--- config.mk ---
export PLATFORM = sky130hd
export DESIGN_NAME = uart_rx
export DESIGN_NICKNAME = d
export VERILOG_FILES = /design/src/rtl/uart_rx.sv
export SDC_FILE = /design/constraint.sdc
export NUM_CORES = 1
export LEC_CHECK = 0
export CAP_MARGIN = 30
export CELL_PAD_IN_SITES_DETAIL_PLACEMENT = 0
export CELL_PAD_IN_SITES_GLOBAL_PLACEMENT = 2
export CORE_UTILIZATION = 34
export DETAILED_ROUTE_END_ITERATION = 8
export HOLD_SLACK_MARGIN = 0.06
export PLACE_DENSITY_LB_ADDON = 0.1
export SYNTH_ARGS = -nofsm -noshare
export SYNTH_HDL_FRONTEND = slang
export SYNTH_SLANG_ARGS = --single-unit
--- constraint.sdc ---
create_clock -name i_clock -period 2.3 [get_ports i_clock]
set_clock_uncertainty 0.15 [all_clocks]
set_input_delay 0.575 -clock i_clock [delete_from_list [all_inputs] [get_ports i_clock]]
set_output_delay 0.575 -clock i_clock [all_outputs]
set_load 0.02 [all_outputs]
--- src/rtl/uart_rx.sv ---
// uart_rx: oversampled UART receiver (start, N_DATA data LSB-first, optional parity, M_STOP stop bits).
// Define UART_RX_SYNC_EN to pass i_data through a 2-flop synchronizer before the FSM.
module uart_rx #(
    parameter int unsigned NB_DATA         = 8,
    parameter int unsigned N_DATA          = 8,
    parameter int unsigned LOG2_N_DATA     = 4,
    parameter int unsigned PARITY_CHECK    = 1,
    parameter int unsigned EVEN_ODD_PARITY = 1,
    parameter int unsigned M_STOP          = 1,
    parameter int unsigned LOG2_M_STOP     = 1,
    parameter int unsigned N_TICKS         = 16
) (
    input  logic               i_clock,
    input  logic               i_reset,
    input  logic               i_valid,
    input  logic               i_data,
    output logic [NB_DATA-1:0] o_data,
    output logic               o_rx_done,
    output logic               o_parity_err,
    output logic               o_frame_err
);
    localparam int unsigned TICK_W = (N_TICKS > 1) ? $clog2(N_TICKS) : 1;
    localparam logic [TICK_W-1:0]      TICK_MID  = TICK_W'(N_TICKS / 2 - 1);
    localparam logic [TICK_W-1:0]      TICK_END  = TICK_W'(N_TICKS - 1);
    localparam logic [LOG2_N_DATA-1:0] BIT_LAST  = LOG2_N_DATA'(N_DATA - 1);
    localparam logic [LOG2_M_STOP-1:0] STOP_LAST = LOG2_M_STOP'(M_STOP - 1);
    localparam logic                   PAR_ODD   = (EVEN_ODD_PARITY == 0);

    typedef enum logic [2:0] {IDLE, START, DATA, PARITY, STOP} state_t;

    state_t                 state;
    logic [TICK_W-1:0]      tick_cnt;
    logic [LOG2_N_DATA-1:0] bit_cnt;
    logic [LOG2_M_STOP-1:0] stop_cnt;
    logic [N_DATA-1:0]      shreg;
    logic                   prev;
    logic                   par_err;
    logic                   frm_err;
    logic                   line;

`ifdef UART_RX_SYNC_EN
    logic [1:0] sync;

    // Idle-high synchronizer so reset never fakes a falling edge
    always_ff @(posedge i_clock) begin
        if (i_reset) sync <= 2'b11;
        else         sync <= {sync[0], i_data};
    end
    assign line = sync[1];
`else
    assign line = i_data;
`endif

    always_ff @(posedge i_clock) begin
        if (i_reset) begin
            state        <= IDLE;
            tick_cnt     <= '0;
            bit_cnt      <= '0;
            stop_cnt     <= '0;
            shreg        <= '0;
            prev         <= 1'b1;
            par_err      <= 1'b0;
            frm_err      <= 1'b0;
            o_data       <= '0;
            o_rx_done    <= 1'b0;
            o_parity_err <= 1'b0;
            o_frame_err  <= 1'b0;
        end else begin
            o_rx_done <= 1'b0;
            if (i_valid) begin
                prev <= line;
                case (state)
                    IDLE: begin
                        // Arm only on an observed 1->0 edge; a stuck-low line never restarts
                        if (prev && !line) begin
                            state    <= START;
                            tick_cnt <= '0;
                        end
                    end
                    START: begin
                        if (tick_cnt == TICK_MID) begin
                            tick_cnt <= '0;
                            bit_cnt  <= '0;
                            state    <= line ? IDLE : DATA;
                        end else begin
                            tick_cnt <= tick_cnt + TICK_W'(1);
                        end
                    end
                    DATA: begin
                        if (tick_cnt == TICK_END) begin
                            tick_cnt <= '0;
                            shreg    <= {line, shreg[N_DATA-1:1]};
                            bit_cnt  <= bit_cnt + LOG2_N_DATA'(1);
                            if (bit_cnt == BIT_LAST) begin
                                bit_cnt  <= '0;
                                stop_cnt <= '0;
                                par_err  <= 1'b0;
                                frm_err  <= 1'b0;
                                state    <= (PARITY_CHECK != 0) ? PARITY : STOP;
                            end
                        end else begin
                            tick_cnt <= tick_cnt + TICK_W'(1);
                        end
                    end
                    PARITY: begin
                        if (tick_cnt == TICK_END) begin
                            tick_cnt <= '0;
                            par_err  <= (^shreg) ^ line ^ PAR_ODD;
                            state    <= STOP;
                        end else begin
                            tick_cnt <= tick_cnt + TICK_W'(1);
                        end
                    end
                    STOP: begin
                        if (tick_cnt == TICK_END) begin
                            tick_cnt <= '0;
                            frm_err  <= frm_err | ~line;
                            if (stop_cnt == STOP_LAST) begin
                                // Finish at mid last stop bit so a following start edge is not missed
                                stop_cnt     <= '0;
                                state        <= IDLE;
                                o_data       <= NB_DATA'(shreg);
                                o_parity_err <= (PARITY_CHECK != 0) & par_err;
                                o_frame_err  <= frm_err | ~line;
                                o_rx_done    <= 1'b1;
                            end else begin
                                stop_cnt <= stop_cnt + LOG2_M_STOP'(1);
                            end
                        end else begin
                            tick_cnt <= tick_cnt + TICK_W'(1);
                        end
                    end
                    default: state <= IDLE;
                endcase
            end
        end
    end
endmodule

==> impl_results.md, run 1 <==
- Timing startpoint of the critical path: i_valid
- IO buf count: 14
- Mapped Area: ~1600 um2
- Area enclosed by the die boundary: 4940 um2
- Measured slew at the worst slew-check pin: between 400 and 500 ps
- Count of final hold-check violations: 0
- Setup repair after global routing missed its margin: no
- Setup TNS: 0 ps
- Pwr/cell area: between 600 and 700 nW/um2
- CP Buf/Inv Count: 2
- Die height: around 70 um
- Fraction of registers with async set or reset after synthesis: 0%
- Number of buffers added by the clock tree synthesis step: 5
- Diodes inserted: 0
- Arrival time at the worst endpoint: roughly 2100 ps
- Max-cap violation count: 0
- Worst hold start: bit_cnt[3]$_SDFFE_PP0P_
- Crit path max-delay cell type: clkdlybuf4s50_1
- Pre-Repair DR Iteration Count: 4
- Via/cell ratio: approximately 5.2
- CTS H-tree lvls: 2
- Core ar.: between 4000 and 5000 um2
- Width of the die: ~70 um
- Total Nets Final: roughly 210
- Final Instance Area: between 1500 and 2000 um2
- Achievable Freq: between 400 and 500 MHz
- Distinct cell type count of the synthesized netlist: 44
- Residual overflow from global routing: 0
- Hold/Removal Path Class: reg -> reg
- Longest Clk Path Bufs: 2
- Cells along the critical path: clkdlybuf4s50_1, buf_4, nand4b_1, a21oi_4, nand2_1, mux2_2, nor2_2
- Sequential cell area: 661 um2
- Beginning of the worst register-to-register path: tick_cnt[0]$_SDFFE_PP0P_
- CTS tree: yes
- Buffers inserted during post-CTS setup optimization: 0
- Post-synthesis average cell area: around 8.4 um2
- Gate family responsible for the most delay along the worst path: buffers and inverters
- Source-to-sink clock delay at the later pin of the worst-skew pair: roughly 280 ps
- Number of enable flip-flop cells after synthesis: 0
- Type of element launching the critical path: input port
- Seq/Total Area, Yosys: between 40% and 50%
- Top-Level Pins: 15
- CTS root buffer: clkbuf_8
- Critical Path Fanout Max: 8
- CP peak stage delay: between 400 and 500 ps
- Half-perimeter wire length after placement: 2430 um
- Iteration-0 DRC Markers: 65
- Register bit total from synthesis: 33
- Clock transition time at the flip-flop clock pins of the worst setup and hold paths: 70 ps
- Count of final max-slew check failures: 0
- Placed cell areas: 1820 um2
- Share of the clock period used by the worst path after layout: approximately 87%
- Number of instances in the synthesized netlist: ~190
- Crit path kind: in -> reg
- Final setup violating endpoints: 0
- Post-synthesis net count: around 190
- Initial Util: a little over a third
- Gates resized, CTS repair: 0
- Crit end category: register
- Headroom to the max-slew limit: a little over two thirds
- Ys Warns: 0
- Maximum number of pins on one net before global-route repair: 34
- Number of filler cells placed in the layout: about 440
- Standard-cell rows: 24
- Required time at the worst-slack endpoint: approximately 2400 ps
- Commonest register cell after synthesis: dfxtp_1
- Leakage power of the design: between 0.6 and 0.7 nW
- Hold buffers post-CTS: 0
- Share of final-layout standard cells stronger than drive strength 1: 13.5%
- First-pass GRT wire length: about 6500 um
- Aggregate global-route resource usage: 16.4%
- Initial antenna violation count: 0
- Result of the run: completed
- Layout-stage area growth over the synthesis result: 20.0%
- Number of vias in the routed layout: 1353
- Wire length after detailed routing: between 3000 and 4000 um
- Final weighted congestion of routability-driven global placement: 0.697
- Number of global-route vias before repair: between 1000 and 1500
- Period minus WS final: 2000 ps
- Number of nets with antenna violations after routing: 0
- Routed wirelength normalized by instance count: between 10 and 15 um
- Multi-input gate area: around 860 um2
- Number of sinks handled by clock tree synthesis: 33
- Worst vdd ir: ~0.00033 V
- DRC violations left: 0
-- metrics by stage --
step                      setup WS [ps]  total power, mW  instances  util, %  hold slack (ps)
after floorplan                     534            0.702        188        -              282
after global placement             58.6            0.732        251     41.3              298
after detailed placement           26.0            0.736        251     41.3              310
after CTS                           297             1.16        259     43.1              319
after global routing                199             1.20        259     43.1              347
final                               299             1.14        259     43.1              317
-- flip-flops by register name, summed over array words and instances (netlist names), 3 cells and up --
name / count
tick_cnt: 4
shreg: 8
o_data: 8
bit_cnt: 4
state: 3
-- where the power goes --
group | internal [mW] | switching (mW) | leakage (nW)
logic | 0.0539 | 0.0676 | 0.350
clock network | 0.210 | 0.213 | 0.0450
registers | 0.580 | 0.0207 | 0.266
-- layout by cell type (no fill, tap or decap), drive strengths merged, types with 2 or more instances in the layout --
| cell type | netlist | layout |
|---|---|---|
| dfxtp | 33 | 33 |
| nand2 | 32 | 32 |
| a21oi | 29 | 29 |
| o21ai | 22 | 22 |
| clkdlybuf4s50 | 0 | 14 |
| nor2 | 11 | 11 |
| buf | 5 | 9 |
| clkbuf | 7 | 6 |
| xnor2 | 5 | 5 |
| nand3 | 3 | 3 |
| nor3 | 3 | 3 |
| nand4b | 3 | 3 |
| nand3b | 3 | 3 |
| nor2b | 2 | 2 |
| or3 | 2 | 2 |
| o211ai | 2 | 2 |
| mux2i | 2 | 2 |
| nand4 | 2 | 2 |
| nand2b | 2 | 2 |
| ha | 2 | 2 |
| clkinv | 0 | 2 |
| a211oi | 2 | 2 |
| or3b | 2 | 2 |
-- logic make-up (layout without fill, tap and decap cells) --
logic type / Yosys count / in the layout / synth area share (%)
AO/OA/AOI/OAI: 60 / 60 / 22.5
XOR/XNOR: 7 / 7 / 4.73
adder cells (fa/ha/maj): 2 / 2 / 1.58
buffers and inverters: 13 / 32 / 4.18
flip-flops: 33 / 33 / 41.6
multiplexers: 3 / 3 / 1.97
AND/OR/NAND/NOR: 70 / 70 / 23.4
-- tightest hold or removal path: cells and delay by family, from the launching register on --
kind | cells | cell delay (ps)
DFF | 1 | 320
and+or+nand+nor | 1 | 50
AOI/OAI and AO/OA | 1 | 50
-- cell type report --
type	instances	area share (%)
multi-input combinational	142	45.1
clock buffer	6	3.81
sequential	33	34.7
clock inverter	2	0.526
tap	52	3.42
inverter	1	0.197
timing repair buffer	23	12.2
-- path summary, 6_finish.rpt --
path         cells after the start  slack (ps)                       to
max                              7         300  bit_cnt[0]$_SDFFE_PP0P_
min                              2         320  bit_cnt[3]$_SDFFE_PP0P_
max reg2reg                      6         320    state[0]$_SDFFE_PP0P_
min reg2reg                      2         320  bit_cnt[3]$_SDFFE_PP0P_
-- Yosys cell counts (2+ instances only) --
cell type   n  area share (%)
nor3_1      3            0.95
nand2b_1    2            0.79
a21oi_1    28             8.8
o21ai_1     2            0.63
nand4b_1    3             1.7
o21ai_0    19             6.0
buf_6       2             1.4
nor2_2      3             1.2
dfxtp_1    33              42
nand3_1     3            0.95
nand4_1     2            0.79
nand2_1    32             7.6
xnor2_1     5             2.8
nor2b_1     2            0.79
or3_1       2            0.79
o211ai_2    2             1.6
ha_1        2             1.6
nor2_1      8             1.9
mux2i_1     2             1.3
clkbuf_1    7             1.7
buf_2       2            0.63
nand3b_1    2            0.95
-- routing by layer --
layer	routed length (um)	track usage, %
met5	0	0
met4	40	4.67
met2	1600	25.0
met1	1940	22.8
met3	76	4.04
Note: power is estimated with default switching activity, not from simulation.
==> run 2, diff against run 1 <==
--- a/config.mk
+++ b/config.mk
@@ -11,7 +11,8 @@
 export CORE_UTILIZATION = 34
 export DETAILED_ROUTE_END_ITERATION = 8
 export HOLD_SLACK_MARGIN = 0.06
-export PLACE_DENSITY_LB_ADDON = 0.1
+export PLACE_DENSITY = 0.82
 export SYNTH_ARGS = -nofsm -noshare
 export SYNTH_HDL_FRONTEND = slang
 export SYNTH_SLANG_ARGS = --single-unit
+export TNS_END_PERCENT = 10
==> impl_results.md, run 2 (synthesis gave the netlist of run 1 again) <==
- Result of the run: completed (unchanged)
- Leading cell types in the layout, fill and taps excluded: 33 x dfxtp_1, 32 x nand2_1, 28 x a21oi_1, 19 x o21ai_0, 14 x clkdlybuf4s50_1 (unchanged)
- Iteration-0 DRC Markers: 41 (was 65)
- Arrival time at the worst endpoint: 2010 ps (was 2070 ps)
- Pwr/cell area: 613 nW/um2 (was 601 nW/um2)
- Setup repair after global routing missed its margin: no (unchanged)
- Number of nets with antenna violations after routing: 0 (unchanged)
- Routed wirelength normalized by instance count: 14.2 um (was 14.1 um)
- Max-cap violation count: 0 (unchanged)
- Longest Clk Path Bufs: 2 (unchanged)
- Part of the power in the clock network: 37.6% (was 36.9%)
- IO buf count: 14 (unchanged)
- Non-filler instance count after layout: 258 (was 259)
- Measured slew at the worst slew-check pin: 445 ps (was 438 ps)
- Critical register-to-register path endpoint: shreg[5]$_SDFFE_PP0P_ (was state[0]$_SDFFE_PP0P_)
- Number of sinks handled by clock tree synthesis: 33 (unchanged)
- Most common cell after layout, fill and taps aside: dfxtp_1 (unchanged)
- Period minus WS final: 1960 ps (was 2000 ps)
- Required time at the worst-slack endpoint: 2350 ps (was 2370 ps)
- Power spent charging and discharging nets: 284 uW (was 302 uW)
- Diodes inserted: 0 (unchanged)
- Register-to-register setup slack: 340 ps (was 320 ps)
- Hold/Removal Path Class: reg -> reg (unchanged)
- Final core utilization: 42.7% (was 43.1%)
- Gates resized, CTS repair: 0 (unchanged)
- Switch share: 24.6% (was 26.3%)
- Achievable Freq: 511 MHz (was 500 MHz)
- Headroom to the max-slew limit: 70.3% (was 70.8%)
- Hold buffers post-CTS: 0 (unchanged)
- CTS root buffer: clkbuf_8 (unchanged)
- Share of the clock period used by the worst path after layout: 85.1% (was 87.0%)
- Timing startpoint of the critical path: state[1]$_SDFFE_PP0P_ (was i_valid)
- Leakage power of the design: 0.649 nW (was 0.661 nW)
- Number of global-route vias before repair: 1296 (was 1390)
- Crit path kind: reg -> reg (was in -> reg)
- Clock transition time at the flip-flop clock pins of the worst setup and hold paths: 60 ps (was 70 ps)
- Core ar.: 4410 um2 (unchanged)
- Placed Instances: 251 (unchanged)
- DRC violations left: 0 (unchanged)
- Buffers inserted during post-CTS setup optimization: 0 (unchanged)
- Beginning of the worst register-to-register path: state[1]$_SDFFE_PP0P_ (was tick_cnt[0]$_SDFFE_PP0P_)
- Wire length after detailed routing: 3660 um (about the same)
- Standard-cell rows: 24 (unchanged)
- Initial Util: 35.9% (unchanged)
- Type of element launching the critical path: register (was input port)
- Number of buffers added by the clock tree synthesis step: 5 (unchanged)
- Worst setup endpoint: shreg[5]$_SDFFE_PP0P_ (was bit_cnt[0]$_SDFFE_PP0P_)
- Pre-Repair DR Iteration Count: 4 (unchanged)
- Final Total Pwr: 1.15 mW (was 1.14 mW)
- First-pass GRT wire length: 6240 um (was 6470 um)
- Count of final hold-check violations: 0 (unchanged)
- Initial antenna violation count: 0 (unchanged)
- Share of final-layout standard cells stronger than drive strength 1: 13.1% (was 13.5%)
- Layout-stage area growth over the synthesis result: 18.7% (was 20.0%)
- Source-to-sink clock delay at the later pin of the worst-skew pair: 280 ps (about the same)
- Area enclosed by the die boundary: 4940 um2 (unchanged)
- Final weighted congestion of routability-driven global placement: 0.705 (was 0.697)
- CTS tree: yes (unchanged)
- Largest regs: o_data x8, shreg x8 (unchanged)
- Worst hold slack after final layout: 326 ps (was 317 ps)
- Aggregate global-route resource usage: 16.0% (was 16.4%)
- Number of filler cells placed in the layout: 449 (was 438)
- Final setup violating endpoints: 0 (unchanged)
- Width of the die: 70.3 um (unchanged)
- Sequential share of power: 52.1% (was 52.4%)
- Setup TNS: 0 ps (unchanged)
- Total Nets Final: 212 (unchanged)
- Part of the total power dissipated in combinational logic: 10.3% (was 10.6%)
- Crit end category: register (unchanged)
- Critical Path Fanout Max: 12 (was 8)
- Maximum number of pins on one net before global-route repair: 17 (was 34)
- Count of final max-slew check failures: 0 (unchanged)
- Residual overflow from global routing: 0 (unchanged)
- Number of vias in the routed layout: 1384 (was 1353)
- CTS H-tree lvls: 2 (unchanged)
- Via/cell ratio: 5.36 (was 5.22)
- Die height: 70.3 um (unchanged)
- Half-perimeter wire length after placement: 2620 um (was 2430 um)
- Top-Level Pins: 15 (unchanged)
- Power Internal: 870 uW (was 843 uW)
- Worst vdd ir: 0.000275 V (was 0.000329 V)
- Depth of the worst register-to-register path: 5 (was 6)
-- run 2: changes by cell type in the layout (fill, tap and decap cells not counted), sizes merged --
cell,previous run,this run
clkbuf,6,7
clkinv,2,0
-- run 2: final cells by class --
| class | count | area (um2) | share of cell area [%] |
|---|---|---|---|
| Tap cell | 52 | 65.1 | 3.46 |
| Clock buffer | 7 | 86.3 | 4.58 |
| Multi-Input combinational cell | 142 | 860 | 45.6 |
| Timing Repair Buffer | 23 | 208 | 11.0 |
| Inverter | 1 | 3.75 | 0.199 |
| Sequential cell | 33 | 661 | 35.1 |
-- run 2: how the worst min path moves through the flow --
| stage | slack, ps | to | cells after the start | start |
|---|---|---|---|---|
| floorplan | 280 | o_parity_err$_SDFFE_PP0P_ | 2 | par_err$_SDFFE_PP0P_ |
| global route | 350 | bit_cnt[3]$_SDFFE_PP0P_ | 2 | bit_cnt[3]$_SDFFE_PP0P_ |
| finish | 330 | bit_cnt[3]$_SDFFE_PP0P_ | 2 | bit_cnt[3]$_SDFFE_PP0P_ |
| global placement | 290 | bit_cnt[3]$_SDFFE_PP0P_ | 2 | bit_cnt[3]$_SDFFE_PP0P_ |
| detailed placement | 320 | o_data[7]$_SDFFE_PP0P_ | 2 | o_data[7]$_SDFFE_PP0P_ |
| CTS | 330 | o_data[7]$_SDFFE_PP0P_ | 2 | o_data[7]$_SDFFE_PP0P_ |
-- run 2: metal layers --
layer  track usage (%)  part of all wire, %
met5                 0                    0
met1              20.7                   47
met3              5.77                  6.1
met4              5.33                 0.79
met2              24.6                   46
-- run 2: through the flow --
step	setup slack, ps	area [um2]
after floorplan	534	1590
after global placement	47.8	1800
after detailed placement	41.5	1800
after CTS	329	1880
after global routing	193	1880
final	342	1880
-- run 2: power by group through the flow --
stage	logic, mW	registers, mW	clock network (mW)
CTS	0.118	0.602	0.452
global route	0.130	0.604	0.485
detailed placement	0.118	0.614	0
finish	0.118	0.601	0.434
floorplan	0.104	0.598	0
global placement	0.116	0.613	0
-- run 2: critical path, stage by stage (launching register included) --
cell and delay (ps):
dfxtp_1 560, or3b_1 580, nor2_2 190, buf_4 170, nand2_1 60, a21oi_1 160
==> run 3, diff against run 2 <==
--- a/config.mk
+++ b/config.mk
@@ -12,6 +12,7 @@
 export DETAILED_ROUTE_END_ITERATION = 8
 export HOLD_SLACK_MARGIN = 0.06
 export PLACE_DENSITY = 0.82
+export SLEW_MARGIN = 20
 export SYNTH_ARGS = -nofsm -noshare
 export SYNTH_HDL_FRONTEND = slang
 export SYNTH_SLANG_ARGS = --single-unit
==> results of run 3 <==
The final DEF is identical to that of run 2; final timing and power are the same.
